File: src/rtl/hazard_unit_seq.sv
// Purpose: pipeline hazard unit with a private E/M/W shadow, forwarding selects, load-use stall and event counters.
// Latency: stall/flush/forward outputs are combinational (zero cycle); shadow and counters update on the clock edge.
// Backpressure: none accepted; StallF/StallD hold fetch/decode and FlushD/FlushE clear decode/execute.
module hazard_unit_seq #(
    parameter int CNT_W = 32
) (
    input  logic             clk,
    input  logic             reset,
    input  logic [4:0]       Rs1D,
    input  logic [4:0]       Rs2D,
    input  logic [4:0]       RdD,
    input  logic             RegWriteD,
    input  logic [1:0]       ResultSrcD,
    input  logic             PCSrcE,
    output logic [1:0]       ForwardAE,
    output logic [1:0]       ForwardBE,
    output logic             StallF,
    output logic             StallD,
    output logic             FlushD,
    output logic             FlushE,
    output logic [CNT_W-1:0] StallCount,
    output logic [CNT_W-1:0] FlushCount
);

    typedef struct packed {
        logic [4:0] rs1;
        logic [4:0] rs2;
        logic [4:0] rd;
        logic       regWrite;
        logic       isLoad;
    } shadow_t;

    localparam logic [1:0] FWD_NONE = 2'b00;
    localparam logic [1:0] FWD_WB   = 2'b01;
    localparam logic [1:0] FWD_MEM  = 2'b10;

    localparam logic [CNT_W-1:0] CNT_ONE = {{(CNT_W-1){1'b0}}, 1'b1};

    shadow_t shadowE, shadowM, shadowW;
    shadow_t stageD;
    logic    lwStall;

    // Only rd/regWrite of M and W and only E's rs/rd/load matter for the decisions;
    // the remaining shadow fields are kept so the shadow mirrors the real pipeline.
    logic unusedShadowBits;
    assign unusedShadowBits = ^{shadowM.rs1, shadowM.rs2, shadowM.isLoad,
                                shadowW.rs1, shadowW.rs2, shadowW.isLoad,
                                shadowE.regWrite};

    // Pack the decode-stage instruction into the shadow format.
    always_comb begin
        stageD          = '0;
        stageD.rs1      = Rs1D;
        stageD.rs2      = Rs2D;
        stageD.rd       = RdD;
        stageD.regWrite = RegWriteD;
        stageD.isLoad   = (ResultSrcD == 2'b01);
    end

    // Load-use detection and the stall/flush controls; reset forces both flushes high.
    always_comb begin
        lwStall = shadowE.isLoad && (shadowE.rd != 5'd0) &&
                  ((Rs1D == shadowE.rd) || (Rs2D == shadowE.rd));
        StallF  = lwStall && !reset;
        StallD  = lwStall && !reset;
        FlushD  = PCSrcE || reset;
        FlushE  = lwStall || PCSrcE || reset;
    end

    // Forward selects: M beats W, and x0 is never forwarded.
    always_comb begin
        ForwardAE = FWD_NONE;
        ForwardBE = FWD_NONE;
        if (shadowE.rs1 != 5'd0 && shadowM.regWrite && shadowE.rs1 == shadowM.rd)
            ForwardAE = FWD_MEM;
        else if (shadowE.rs1 != 5'd0 && shadowW.regWrite && shadowE.rs1 == shadowW.rd)
            ForwardAE = FWD_WB;
        if (shadowE.rs2 != 5'd0 && shadowM.regWrite && shadowE.rs2 == shadowM.rd)
            ForwardBE = FWD_MEM;
        else if (shadowE.rs2 != 5'd0 && shadowW.regWrite && shadowE.rs2 == shadowW.rd)
            ForwardBE = FWD_WB;
    end

    // Advance the shadow pipeline; a flushed E slot becomes an all-zero bubble.
    always_ff @(posedge clk or posedge reset) begin
        if (reset) begin
            shadowE <= '0;
            shadowM <= '0;
            shadowW <= '0;
        end else begin
            shadowE <= FlushE ? '0 : stageD;
            shadowM <= shadowE;
            shadowW <= shadowM;
        end
    end

    // Saturating event counters for load-use stalls and control flushes.
    always_ff @(posedge clk or posedge reset) begin
        if (reset) begin
            StallCount <= '0;
            FlushCount <= '0;
        end else begin
            if (lwStall && StallCount != '1)
                StallCount <= StallCount + CNT_ONE;
            if (PCSrcE && FlushCount != '1)
                FlushCount <= FlushCount + CNT_ONE;
        end
    end

endmodule

File: config.mk
export PLATFORM = sky130hd
export DESIGN_NAME = hazard_unit_seq
export DESIGN_NICKNAME = d
export VERILOG_FILES = /design/src/rtl/hazard_unit_seq.sv
export SDC_FILE = /design/constraint.sdc
export NUM_CORES = 1
export LEC_CHECK = 0
export BUFFER_PORTS_ARGS = -buffer_cell sky130_fd_sc_hd__buf_4
export CAP_MARGIN = 20
export CELL_PAD_IN_SITES_DETAIL_PLACEMENT = 0
export CELL_PAD_IN_SITES_GLOBAL_PLACEMENT = 2
export CORE_AREA = 2 2 133 103
export DETAILED_ROUTE_END_ITERATION = 6
export DIE_AREA = 0 0 135 105
export PLACE_DENSITY_LB_ADDON = 0.1
export SYNTH_ARGS = -nofsm -noshare
export SYNTH_HDL_FRONTEND = slang
export SYNTH_SLANG_ARGS = --single-unit
export TNS_END_PERCENT = 10
File: constraint.sdc
create_clock -name clk -period 3.7 [get_ports clk]
set_input_delay 0 -clock clk [delete_from_list [all_inputs] [get_ports clk]]
set_output_delay 0 -clock clk [all_outputs]
set_load 0.01 [all_outputs]
==> impl_metrics.ini, run 1 <==
[clock_network]
cts_buffer_depth = 2
cts_root_buf = clkbuf_16
cts_inserted_buffers = 9
tritoncts = done
post_cts_buffers = 0
cts_hold_buf = 19
cts_sinks = 93
cts_resized = 0
clock_latency_ps = 330
path_clk_slew_ps = 60
htreeDepth = 3

[setup_path]
cp.required_ps = 3980
worst-setup-path-type = flop to flop
path_cells = or4_1 > o21a_1 > a21oi_2 > inv_2 > nor3b_1 > dlygate4sd3_1
max_stage_delay_ps = 570
slowest_stage = or4_1
arrival_ps = 2900
startpoint_type = flop
cp_max_fo = 17
crit_path_end_kind = flop

[detailed_routing]
wl_met3_um = 520
drc = 0
wl_um = 10200
wl_met2_um = 4470
top_layer_used = met4
drtAntennaViolNets = 0
drt-pass1-iter-count = 4
via_count = 3230
vias_per_cell = 4.74
drtIter0Drc = 120
post_drt_wl_per_cell_um = 15.0
wl_met1_um = 5170

[synthesis]
synth_top_family_by_area = simple AND/OR/NAND/NOR gates
syn_avg_cell_area_um2 = 11.4
synth_cell_types = 47
syn-num-nets = 410
synth_compound_area_share_pct = 2.63
seq_area_frac_synth_pct = 52.7
syn_inst = 387
synth_fa_ha_area_share_pct = 0.567
yosys_warnings = 0
synth_seq_cells = 93
synth_xor_area_share_pct = 17.6
synthMuxAreaShare_pct = 0.963
syn_area_mm2 = 0.00442
yosys.area_share.simple_pct = 24.2

[floorplanning]
num_rows = 36
coreArea_mm2 = 0.0128
die_x_um = 135
initial_core_util_pct = 34.5
die_area_mm2 = 0.0142
ioPinCount = 93
die_h_um = 105

[sta]
fin_skew_ps = 4.41
min_period_ps = 2630
slew_headroom_pct = 53.5
hold_viol_final = 0
period_share_pct = 71.0
setup_violations = 0
timing.fmax_mhz = 381
final_max_slew_viol_count = 0
rsz0062_at_grt = no
setup_tns_ps = 0
worstMarginPinSlew_ps = 697

[grt]
overflow = 0
grt_max_degree = 55
antenna_found_initial = 0
grt_util_all_layers_pct = 14.9
first_global_vias = 3150
grt_pass1_wl_um = 16700

[min_path]
min_path_type = primary input to flop

[placement]
portBuffers = 92
place.gp.congestion = 0.761
place_hpwl_um = 7640
place_inst = 648
dpl_cell_area_mm2 = 0.00531

[power]
p_per_area_mw_per_mm2 = 418
p_total_mw = 2.43
leakage_nw = 2.70
peakVddDrop_uv = 218

[job]
drv_cap = 0

[final_layout]
fin_nets = 530
fin_area_mm2 = 0.00582
fin_cells = 682
drive_gt1_share_pct = 26.4
antenna_cells = 0
syn2layout_area_growth_pct = 31.7
post-route-util_pct = 45.5

[status]
status = finished, final reports clean
-- report_power, final --
group | internal (mW) | leakage (nW) | total [mW] | switching, mW
clock network | 0.606 | 0.152 | 0.980 | 0.375
registers | 1.07 | 1.25 | 1.16 | 0.0850
logic | 0.156 | 1.30 | 0.295 | 0.139
total | 1.83 | 2.70 | 2.43 | 0.599
-- critical path, delay by kind of cell, from the launching register on --
family                 cells  cell delay [ps]
flip-flops                 1              420
AND/OR/NAND/NOR            2              780
buffers and inverters      2              640
AO/OA/AOI/OAI              2              720
-- through the flow --
stage | worst slack, ps | hold slack [ps]
global route | 851 | 170
finish | 1070 | 163
detailed placement | 1550 | 146
CTS | 1020 | 146
global placement | 1640 | 142
floorplan | 597 | 62.3
-- flip-flops by register name, indices dropped and copies added, names as in the netlist --
| signal | cells |
|---|---|
| shadowW | 6 |
| shadowE | 17 |
| FlushCount | 32 |
| shadowM | 6 |
| StallCount | 32 |
-- synth_stat cells (all sizes together) --
library cell / count / area (um^2)
o22a: 1 / 8.76
ha: 2 / 25.0
o21a: 1 / 7.51
dfrtp: 93 / 2330
or3: 3 / 23.8
and4: 4 / 35.0
a21oi: 4 / 23.8
buf: 3 / 20.0
nor4b: 1 / 23.8
o211ai: 1 / 12.5
a41o: 1 / 10.0
xor2: 25 / 219
o22ai: 1 / 6.26
nor3b: 4 / 41.3
nand3: 26 / 143
or2: 1 / 8.76
and2: 18 / 113
nand4: 31 / 200
mux2i: 2 / 20.0
mux2: 2 / 22.5
nand2: 24 / 90.1
nor4: 7 / 65.1
and3: 13 / 96.3
nor2: 23 / 101
nand4b: 1 / 8.76
xnor2: 64 / 561
o21ai: 3 / 26.3
a31oi: 1 / 21.3
nor3: 13 / 85.1
inv: 10 / 37.5
or4: 4 / 33.8
-- cell families after synthesis --
group | Yosys count
XOR/XNOR | 89
AO/OA/AOI/OAI | 13
multiplexers | 4
flip-flops | 93
buffers and inverters | 13
AND/OR/NAND/NOR | 173
adder cells (fa/ha/maj) | 2
-- worst paths after layout --
kind                                 start              to  slack, ps  cells after the start
worst max-delay path            shadowE[3]      shadowE[0]       1070                      6
worst min-delay path                PCSrcE  FlushCount[22]        160                      4
worst max register to register  shadowE[3]      shadowE[0]       1070                      6
worst min register to register  shadowE[1]      shadowM[1]        350                      0
max in group asynchronous            reset      shadowE[2]       2240                      4
min in group asynchronous            reset      shadowE[3]        310                      3
-- layout make-up --
cell class                 instances  area [um^2]
timing repair buffer             112          888
clock inverter                     4         72.6
fill                            1250         6980
sequential                        93         2330
multi-input combinational        281         2030
inverter                          10         38.8
tap                              171          214
clock buffer                      11          243
-- layout by cell type (no fill, tap or decap), drive strengths merged, types with 2 or more instances in the layout --
cell type,synthesis,layout
dfrtp,93,93
buf,3,93
xnor2,64,64
nand4,31,31
nand3,26,26
xor2,25,25
nand2,24,24
nor2,23,23
dlygate4sd3,0,19
and2,18,18
and3,13,13
nor3,13,13
clkbuf,0,11
inv,10,9
nor4,7,7
and4,4,4
a21oi,4,4
or4,4,4
nor3b,4,4
or3,3,3
o21ai,3,3
mux2i,2,2
mux2,2,2
clkinv,0,2
ha,2,2
bufinv,0,2
-- per-layer routing --
metal,global-route usage (%),vias to the layer above
li1,-,1590
met5,0,-
met1,22.1,1558
met3,4.12,4
met2,21.3,78
met4,4.02,0
No activity file was read; power rests on OpenSTA's default activity.
==> run 2: changes to the inputs <==
CORE_AREA = 2 2 139 107   (was 2 2 133 103)
DIE_AREA = 0 0 141 109   (was 0 0 135 105)
clock period = 2.4 ns   (was 3.7 ns; I/O delays follow)
==> run 2 against run 1 <==
Net effect:
- count of clock-buffer cells in the layout down 1
- sequential share of layout area down 0.78 points
- cell count is 2.3% higher
- non-clock buffer count grew 6
- clock power grew 80%
- global-route usage decreased by 0.47 points
- die area grew 8.4%
- critical endpoint is now FlushE
- largest power group unchanged
==> impl_metrics.ini, run 2 (synthesized netlist as in run 1, its figures left out) <==
[status]
status = finished, final reports clean

[sta]
rsz0062_at_grt = no
period_share_pct = 88.4
min_period_ps = 2120
setup_tns_ps = 0
slew_headroom_pct = 62.8
final_max_slew_viol_count = 0
whs_ps = 163
worstMarginPinSlew_ps = 557
timing.fmax_mhz = 471
setup_violations = 0
fin_skew_ps = 6.69
hold_viol_final = 0

[clock_network]
tritoncts = done
cts_root_buf = clkbuf_16
clock_latency_ps = 340
cts_sinks = 93
cts_buffer_depth = 2
htreeDepth = 3
path_clk_slew_ps = 60
cts_inserted_buffers = 9

[setup_path]
max_stage_delay_ps = 600
path_cells = or4_1 > o21a_1 > a21oi_2 > inv_2 > buf_4
startpoint_type = flop
cp_max_fo = 6
cp.required_ps = 2400
slowest_stage = or4_1
crit_path_end_kind = output pin
worst-setup-path-type = flop to output pin
arrival_ps = 2120

[final_layout]
drive_gt1_share_pct = 27.6
antenna_cells = 0
n_fill_cell = 1355
syn2layout_area_growth_pct = 34.3
final_cell_mix = buf_4 (99), dfrtp_1 (93), xnor2_1 (64)
mostFrequentLayoutCell = buf_4
fin_nets = 536
largest_registers = FlushCount: 32 flops, StallCount: 32 flops, shadowE: 17 flops

[power]
p_switching_mw = 0.955
peakVddDrop_uv = 372
clkPwrFrac_pct = 44.1
p_seq_share_pct = 44.5
p_sw_share_pct = 23.9
p_total_mw = 4.00
p_int_mw = 3.05
leakage_nw = 2.76
p_per_area_mw_per_mm2 = 674
combPwrFrac_pct = 11.5

[floorplanning]
ioPinCount = 93
die_h_um = 109
initial_core_util_pct = 31.3
die_x_um = 141
coreArea_mm2 = 0.0141
die_area_mm2 = 0.0154
num_rows = 38

[grt]
grt_util_all_layers_pct = 14.5
antenna_found_initial = 0
grt_pass1_wl_um = 17400
first_global_vias = 3317
overflow = 0
grt_max_degree = 42

[placement]
place_hpwl_um = 7880
place.gp.congestion = 0.788
portBuffers = 92

[detailed_routing]
wl_um = 10600
drc = 0
drtIter0Drc = 141
post_drt_wl_per_cell_um = 15.1
drt-pass1-iter-count = 4
via_count = 3235
drtAntennaViolNets = 0
vias_per_cell = 4.63

[job]
drv_cap = 0

[min_path]
min_path_type = primary input to flop
## run 2: stage by stage
stage	setup WS [ps]	util, %	std cells	instance area [um^2]
floorplan	105	-	387	4420
global placement	358	38.0	663	5370
detailed placement	283	38.0	663	5370
CTS	253	42.0	698	5930
global route	171	42.0	698	5930
finish	278	42.0	698	5930
## run 2: final timing paths
kind	end	slack, ps	depth (start not counted)	from
worst max-delay path	FlushE	280	5	shadowE[3]
worst min-delay path	FlushCount[22]	160	4	PCSrcE
worst max register to register	FlushCount[15]	300	7	FlushCount[0]
worst min register to register	shadowM[1]	370	0	shadowE[1]
max in group asynchronous	StallCount[10]	1200	4	reset
min in group asynchronous	StallCount[13]	270	3	reset
## run 2: cell type report
| class | instances | area (um^2) | area share (%) |
|---|---|---|---|
| well taps | 180 | 225 | 3.80 |
| flip-flops and latches | 93 | 2330 | 39.2 |
| clock buffers | 10 | 239 | 4.03 |
| inverters | 10 | 41.3 | 0.696 |
| repair buffers | 118 | 933 | 15.7 |
| multi-input cells | 281 | 2030 | 34.3 |
| clock inverters | 6 | 134 | 2.26 |
## run 2: timing repair
| action | 4_1_cts | 5_1_grt |
|---|---|---|
| gates resized for setup | 0 | 0 |
| hold buffers | 19 | 0 |
| setup buffers | 0 | 0 |
| endpoints found under the hold margin | 41 | 0 |
## run 2: layer usage
layer / track usage, % / part of all wire (%) / vias up
met5: 0 / 0 / -
met2: 21.1 / 42 / 75
met3: 3.91 / 4.9 / 7
met4: 3.93 / 0.90 / 0
met1: 21.1 / 52 / 1551
li1: - / - / 1602
## run 2: power groups by stage
stage	Clock, mW	Combinational [mW]	Sequential (mW)
3_3_place_gp	0	0.443	1.81
2_1_floorplan	0	0.223	1.81
6_report	1.76	0.459	1.78
3_5_place_dp	0	0.443	1.81
5_1_grt	1.88	0.511	1.80
4_1_cts	1.80	0.468	1.78
## run 2: critical path: cells and delay by family, from the launching register on
family	cells	cell delay, ps
AO/OA/AOI/OAI	2	530
buffers and inverters	2	210
flip-flops	1	440
AND/OR/NAND/NOR	1	600
==> run 3: changes to the inputs <==
CORE_AREA = 2 2 137 106   (was 2 2 139 107)
CTS_BUF_LIST = sky130_fd_sc_hd__clkbuf_4 sky130_fd_sc_hd__clkbuf_8   (was default)
DIE_AREA = 0 0 139 108   (was 0 0 141 109)
==> run 3 against run 2 <==
Net effect:
- first-iteration DRC count down 13%
- sequential share of layout area increased by 1.3 points
- power decreased by 17%
- combinational power is 0.9% lower
- worst hold slack got worse by 38 ps
- flip-flop and latch count stayed put
- critical path type unchanged
- largest cell class unchanged
==> impl_metrics.ini, run 3 (synthesized netlist as in run 1, its figures left out) <==
[placement]
place_hpwl_um = 8000
place.gp.congestion = 0.746
portBuffers = 92
dpl_cell_area_mm2 = 0.00536
place_inst = 657

[min_path]
holdCritStartpoint = PCSrcE
min_path_cells = 4
hold_end = FlushCount[22]
min_path_type = primary input to flop

[power]
p_per_area_mw_per_mm2 = 576
leakage_nw = 2.67
p_total_mw = 3.31
peakVddDrop_uv = 243

[final_layout]
antenna_cells = 0
multi_input_area_mm2 = 0.00203
mostFrequentLayoutCell = buf_4
drive_gt1_share_pct = 27.3
final_cell_mix = buf_4 (98), dfrtp_1 (93), xnor2_1 (64)
fin_area_mm2 = 0.00574
syn2layout_area_growth_pct = 30.1
n_fill_cell = 1349
fin_nets = 535
fin_cells = 691
regArea_mm2 = 0.00233
largest_registers = FlushCount: 32 flops, StallCount: 32 flops, shadowE: 17 flops

[clock_network]
tritoncts = done
cts_sinks = 93
clock_latency_ps = 370
cts_root_buf = clkbuf_8
htreeDepth = 3
cts_inserted_buffers = 9
post_cts_buffers = 0
path_clk_slew_ps = 90
cts_resized = 0
cts_buffer_depth = 2

[setup_path]
reg2reg_depth = 7
arrival_ps = 2150
cp.required_ps = 2400
reg2reg_setup_slack_ps = 290
worstReg2RegStart = FlushCount[0]
path_cells = or4_1 > o21a_1 > a21oi_2 > inv_2 > buf_4
reg2reg_to = FlushCount[15]
crit_path_end_kind = output pin
max_stage_delay_ps = 590
startpoint_type = flop
slowest_stage = or4_1
cp_max_fo = 6
worst-setup-path-type = flop to output pin

[sta]
rsz0062_at_grt = no
hold_viol_final = 0
timing.fmax_mhz = 465
worstMarginPinSlew_ps = 527
min_period_ps = 2150
fin_skew_ps = 15.0
period_share_pct = 89.5
slew_headroom_pct = 64.9
setup_violations = 0
final_max_slew_viol_count = 0
setup_tns_ps = 0

[floorplanning]
ioPinCount = 93
coreArea_mm2 = 0.0135
num_rows = 37
die_x_um = 139
initial_core_util_pct = 32.7
die_area_mm2 = 0.0150
die_h_um = 108

[detailed_routing]
drt-pass1-iter-count = 4
wl_um = 10600
drtAntennaViolNets = 0
via_count = 3271
drtIter0Drc = 122
drc = 0
post_drt_wl_per_cell_um = 15.3
vias_per_cell = 4.73

[grt]
overflow = 0
first_global_vias = 3323
grt_max_degree = 43
antenna_found_initial = 0
grt_pass1_wl_um = 17600
grt_util_all_layers_pct = 14.9

[status]
status = finished, final reports clean

[job]
drv_cap = 0
==> run 3: routing by layer <==
layer  vias up  track usage (%)  part of all wire (%)
li1       1598                -                     -
met1      1580             21.6                    51
met2        86             22.1                    43
met3         7             3.94                   4.9
met4         0             4.04                  0.90
met5         -                0                     0
==> run 3: cell type report <==
| type | count | share of cell area [%] |
|---|---|---|
| clock inverter | 3 | 0.806 |
| clock buffer | 12 | 2.66 |
| sequential | 93 | 40.5 |
| timing repair buffer | 117 | 16.1 |
| multi-input combinational | 281 | 35.4 |
| inverter | 10 | 0.719 |
| tap | 175 | 3.81 |
==> run 3: stage by stage <==
stage          util (%)  hold WS (ps)  setup slack [ps]
4_1_cts            42.5           103               226
6_report           42.5           125               251
2_1_floorplan         -          62.3               105
5_1_grt            42.5           127               128
3_5_place_dp       39.6          69.4               299
3_3_place_gp       39.6          61.7               319
==> run 3: how the worst max path moves through the flow <==
stage	startpoint	endpoint	cells after the start
after floorplan	reset	shadowE[10]	5
after global placement	shadowE[5]	StallCount[28]	6
after detailed placement	FlushCount[0]	FlushCount[15]	7
after CTS	shadowE[3]	FlushE	5
after global routing	shadowE[2]	StallCount[28]	6
final	shadowE[3]	FlushE	5
==> run 3: critical path: cells and delay by family (launching register included) <==
family                 cells  cell delay, ps
DFF                        1             440
and+or+nand+nor            1             590
AOI/OAI and AO/OA          2             540
buffers and inverters      2             200
==> run 3: report_power, final <==
| part | total, mW | internal [mW] | switching [mW] |
|---|---|---|---|
| Combinational | 0.455 | 0.243 | 0.212 |
| Sequential | 1.78 | 1.65 | 0.130 |
| Clock | 1.08 | 0.530 | 0.548 |
==> run 3: what timing repair did <==
item | in CTS | in global routing
hold buffers | 19 | 0
endpoints found under the hold margin | 35 | 0
setup endpoints to repair | 0 | 0
